--- src/rtl/pkt_head_extractor.sv ---
// Captures the first HEAD_WIDTH bits of a beat-streamed packet and emits them,
// with length/port metadata and a sequence tag, as a one-cycle pulse after eop.
module pkt_head_extractor #(
    parameter int unsigned HEAD_WIDTH    = 512,
    parameter int unsigned META_WIDTH    = 256,
    parameter int unsigned TAG_START_BIT = 8
) (
    input  logic                                  i_clk,
    input  logic                                  i_rst_n,
    input  logic                                  i_valid,
    input  logic                                  i_sop,
    input  logic                                  i_eop,
    input  logic [3:0]                            i_mod,
    input  logic [127:0]                          i_data,
    input  logic [7:0]                            i_port,
    output logic [HEAD_WIDTH+TAG_START_BIT+3:0]   o_head,
    output logic [META_WIDTH+TAG_START_BIT+3:0]   o_meta,
    output logic [15:0]                           o_err_cnt
);

    localparam int unsigned BEAT_W     = 128;
    localparam int unsigned HEAD_BEATS = HEAD_WIDTH / BEAT_W;
    localparam int unsigned HEAD_BYTES = HEAD_WIDTH / 8;
    localparam int unsigned TAG_WIDTH  = TAG_START_BIT + 4;
    localparam int unsigned IDX_W      = $clog2(HEAD_BEATS + 1);
    localparam int unsigned LEN_W      = 16;
    localparam int unsigned PORT_W     = 8;

    typedef enum logic [1:0] {
        S_IDLE = 2'd0,
        S_HEAD = 2'd1,
        S_BODY = 2'd2
    } state_t;

    state_t                     state_q, state_d;
    logic [HEAD_WIDTH-1:0]      head_q, head_d;
    logic [IDX_W-1:0]           idx_q, idx_d;
    logic [LEN_W-1:0]           len_q, len_d;
    logic [PORT_W-1:0]          port_q, port_d;
    logic [TAG_START_BIT-1:0]   seq_q;
    logic                       emit;
    logic                       err_inc;

    logic [4:0]                 beat_bytes;
    logic [BEAT_W-1:0]          beat_masked;
    logic [LEN_W:0]             len_sum;
    logic [LEN_W-1:0]           len_add;
    logic                       short_pkt;
    logic [TAG_WIDTH-1:0]       tag;
    logic [META_WIDTH-1:0]      meta;

    // Beat byte count, tail masking and saturating length accumulation
    always_comb begin
        beat_bytes  = (i_eop && (i_mod != 4'd0)) ? {1'b0, i_mod} : 5'd16;
        beat_masked = '0;
        for (int unsigned b = 0; b < 16; b++) begin
            if (5'(b) < beat_bytes) begin
                beat_masked[BEAT_W-1-8*b -: 8] = i_data[BEAT_W-1-8*b -: 8];
            end
        end
        len_sum = {1'b0, len_q} + (LEN_W+1)'(beat_bytes);
        len_add = len_sum[LEN_W] ? {LEN_W{1'b1}} : len_sum[LEN_W-1:0];
    end

    // Next-state and datapath control
    always_comb begin
        state_d = state_q;
        head_d  = head_q;
        idx_d   = idx_q;
        len_d   = len_q;
        port_d  = port_q;
        emit    = 1'b0;
        err_inc = 1'b0;

        if (i_valid) begin
            if (i_sop) begin
                // A sop while a packet is open abandons that packet
                err_inc = (state_q != S_IDLE);
                head_d  = '0;
                head_d[HEAD_WIDTH-1 -: BEAT_W] = beat_masked;
                idx_d   = IDX_W'(1);
                len_d   = LEN_W'(beat_bytes);
                port_d  = i_port;
                state_d = (HEAD_BEATS == 1) ? S_BODY : S_HEAD;
            end else if (state_q == S_IDLE) begin
                err_inc = 1'b1;
            end else begin
                if (state_q == S_HEAD) begin
                    for (int unsigned k = 0; k < HEAD_BEATS; k++) begin
                        if (idx_q == IDX_W'(k)) begin
                            head_d[HEAD_WIDTH-1-BEAT_W*k -: BEAT_W] = beat_masked;
                        end
                    end
                    idx_d = idx_q + IDX_W'(1);
                    if (idx_d == IDX_W'(HEAD_BEATS)) begin
                        state_d = S_BODY;
                    end
                end
                len_d = len_add;
            end

            if (i_eop && (i_sop || (state_q != S_IDLE))) begin
                emit    = 1'b1;
                state_d = S_IDLE;
            end
        end
    end

    // Emission payloads, built from the post-beat values
    always_comb begin
        short_pkt = (len_d < LEN_W'(HEAD_BYTES));
        tag       = {1'b1, short_pkt, 2'b01, seq_q};
        meta      = '0;
        meta[META_WIDTH-1 -: LEN_W]        = len_d;
        meta[META_WIDTH-1-LEN_W -: PORT_W] = port_d;
    end

    always_ff @(posedge i_clk) begin
        if (!i_rst_n) begin
            state_q   <= S_IDLE;
            head_q    <= '0;
            idx_q     <= '0;
            len_q     <= '0;
            port_q    <= '0;
            seq_q     <= '0;
            o_head    <= '0;
            o_meta    <= '0;
            o_err_cnt <= '0;
        end else begin
            state_q <= state_d;
            head_q  <= head_d;
            idx_q   <= idx_d;
            len_q   <= len_d;
            port_q  <= port_d;
            o_head  <= emit ? {tag, head_d} : '0;
            o_meta  <= emit ? {tag, meta} : '0;
            if (emit) begin
                seq_q <= seq_q + TAG_START_BIT'(1);
            end
            if (err_inc && (o_err_cnt != 16'hFFFF)) begin
                o_err_cnt <= o_err_cnt + 16'd1;
            end
        end
    end

endmodule

--- config.mk ---
export PLATFORM = sky130hd
export DESIGN_NAME = pkt_head_extractor
export DESIGN_NICKNAME = d
export VERILOG_FILES = /design/src/rtl/pkt_head_extractor.sv
export SDC_FILE = /design/constraint.sdc
export NUM_CORES = 2
export LEC_CHECK = 0
export ABC_AREA = 1
export BUFFER_PORTS_ARGS = -buffer_cell sky130_fd_sc_hd__buf_2
export CAP_MARGIN = 20
export CORE_AREA = 2 2 371 373
export DETAILED_ROUTE_END_ITERATION = 10
export DIE_AREA = 0 0 373 375
export GPL_TIMING_DRIVEN = 1
export PLACE_DENSITY = 0.57
export SLEW_MARGIN = 20
export SYNTH_ARGS = -nofsm -noshare
export SYNTH_HDL_FRONTEND = slang
export SYNTH_SLANG_ARGS = --single-unit
--- constraint.sdc ---
create_clock -name i_clk -period 2.91 [get_ports i_clk]
set_clock_uncertainty 0.05 [all_clocks]
set_input_delay 0 -clock i_clk [delete_from_list [all_inputs] [get_ports i_clk]]
set_output_delay 0 -clock i_clk [all_outputs]
set_load 0.03 [all_outputs]
==> qor.txt <==
Worst-path clk slew = 0.06 ns
Synth cell types = 47
die height = 375 um
Synth Cell Area = 39600 sq um
CTS sink cnt = 1111
status = finished, final reports clean
Layout area overhead = 26.9%
PD cells = 663 nW/um^2
final worst setup slack = 0.412 ns
CP max stage cell = dfxtp_1
Worst Setup End Kind = flip-flop
first-pass GRT wire length = 207000 um
starting DRC count in detailed routing = 2388
Synth Instances = 4796
Placer Congestion = 0.847
die span in x = 373 um
period utilization = 85.8%
power after layout = 0.0333 W
DRT Pass-1 Iters = 6
placed cell areas = 44400 sq um
Max VDD drop = 0.464 mV
GRT Total Usage = 19.6%
WL/cell = 19.1 um
EDFF count, synth = 0
row cnt = 136
Via-to-Cell Ratio = 4.52
I/O pin total = 953
Worst Hold Class = input pin to flip-flop
multi-input logic area = 14100 sq um
max-slew violations = 0
Placeable Area = 136000 sq um
fillers = 14000
sequential area share after synthesis = 56.2%
RSZ-0062 raised after global routing = no
antenna-violating nets left = 0
largest net degree at the start of global routing = 169
Final Net Count = 5754
Final HPWL DP = 98400 um
most frequent cells in the layout = nor2_1, dfxtp_1, buf_2
DRC Markers = 0
most common cell after layout, fill and taps aside = nor2_1
CTS Buf Count = 117
H-tree Lvls = 3
Worst Max-Slew Pin Slew = 1.15 ns
worst-path cell chain = inv_1 > nor2_1 > inv_1 > nand2_1 > inv_1 > ha_1 > o21bai_1 > nand3_1 > nand2_1 > nand2_1 > nand2_2 > nand3_2 > nand2_1 > o21ai_1 > nand2_1 > nor2_1 > nand3_1 > nor2_1
Worst Path Max Fanout = 10
final WL = 143000 um
CTS tree = yes
routed vias = 33900
share of cells above drive strength 1 = 20.1%
critical path's top delay family = simple AND/OR/NAND/NOR gates
Final setup viols = 0
Required @ worst endpoint = 3.54 ns
register area = 22200 sq um
Worst-Skew Late Latency = 0.73 ns
CTS Buffer Depth = 3
buffers added on ports = 718
area of the die = 140000 sq um
YS warnings = 0
FFs w/ async S/R, synth = 0%
Finished Cell Area = 50200 sq um
Worst slew margin = 23.3%
final hold vios = 0
post-place setup slack = 0.307 ns
CP dominant cell by count = nand2_1
top_reg_cell synth = dfxtp_1
total grt overflow = 0
Final min period = 2.50 ns
Mean Syn Cell Area = 8.25 sq um
antenna violations before repair = 7
static leakage power = 21.6 nW
Seq cells post-synth = 1111
biggest cell delay along the critical path = 0.33 ns
vias in the first global route = 32200
Critical Path AT = 3.13 ns
Peak Freq = 400 MHz
root buffer cell = clkbuf_16
Starting Density = 29.0%
maxcap violations = 0
setup TNS = 0 ns
crit path launch type = flip-flop
WS Path Type = flip-flop to flip-flop
CP Buf/Inv Count = 3
post-CTS sizing = 0
report_power, final:
part	switching [W]	leakage (nW)	total [W]	internal, W
Combinational	0.00169	10.6	0.00221	0.000512
Sequential	0.0000460	8.96	0.0154	0.0153
Clock	0.00640	2.00	0.0157	0.00928
Total	0.00814	21.6	0.0333	0.0251
sequential cells by signal, summed over array words and instances, names as in the netlist:
register	flops
o_head	522
o_meta	24
len_q	16
state_q	2
port_q	8
idx_q	3
o_err_cnt	16
head_q	512
seq_q	8
stage by stage:
step	utilization (%)	hold slack, ns	std cells
6_report	36.8	0.0713	7486
5_1_grt	36.8	0.0563	7484
4_1_cts	36.8	0.00127	7483
3_5_place_dp	32.6	0.235	7100
3_3_place_gp	32.6	0.230	7100
2_1_floorplan	-	0.117	5029
path summary, 6_finish.rpt:
kind,from,end,slack [ns],cells after the start
worst max register to register,len_q[1],o_head[522],0.41,18
worst min register to register,head_q[496],o_head[496],0.41,2
worst max-delay path,len_q[1],o_head[522],0.41,18
worst min-delay path,i_data[94],head_q[350],0.07,4
Yosys cell counts (50+ instances only):
cell / count / area [sq um]
buf_4: 247 / 1850
nand2_1: 513 / 1930
nor2_1: 1268 / 4760
clkbuf_1: 233 / 875
nor3_1: 52 / 260
dfxtp_1: 1111 / 22200
or2_2: 75 / 469
a21oi_1: 201 / 1010
o211ai_1: 50 / 375
o21ai_0: 197 / 986
a22oi_1: 168 / 1260
inv_1: 297 / 1110
nand3_1: 60 / 300
per-layer routing:
metal | global-route usage [%] | part of all wire [%] | routed length [um]
met2 | 32.2 | 47 | 66500
met3 | 4.00 | 6.4 | 9090
met5 | 0 | 0 | 0
met1 | 25.6 | 44 | 63100
met4 | 6.72 | 2.8 | 3980
repair_timing:
action                     CTS  global route
hold endpoints to repair  1087             0
setup buffers                0             0
hold buffers               171             0
worst min-delay path, cell delays in order:
cell,delay [ns]
dlygate4sd3_1,0.53
buf_2,0.12
a31oi_1,0.10
nor2_1,0.07
layout make-up:
cell class / instances / share of cell area [%]
multi-input combinational: 3062 / 28.0
clock buffer: 168 / 6.86
timing repair buffer: 987 / 12.7
clock inverter: 44 / 1.25
inverter: 317 / 2.46
antenna: 3 / 0.0150
tap: 1794 / 4.47
sequential: 1111 / 44.3
kinds of logic (layout without fill, tap and decap cells):
| family | Yosys count | count (layout) | share of synthesized area [%] |
|---|---|---|---|
| simple gates | 2063 | 2063 | 21.1 |
| flops | 1111 | 1111 | 56.2 |
| buf+inv | 856 | 1516 | 10.6 |
| compound gates | 749 | 749 | 11.5 |
| fa+ha+maj | 13 | 13 | 0.411 |
| xor+xnor | 3 | 3 | 0.0664 |
| other cells | 1 | 237 | 0.00948 |
Note: power is estimated with default switching activity, not from simulation.
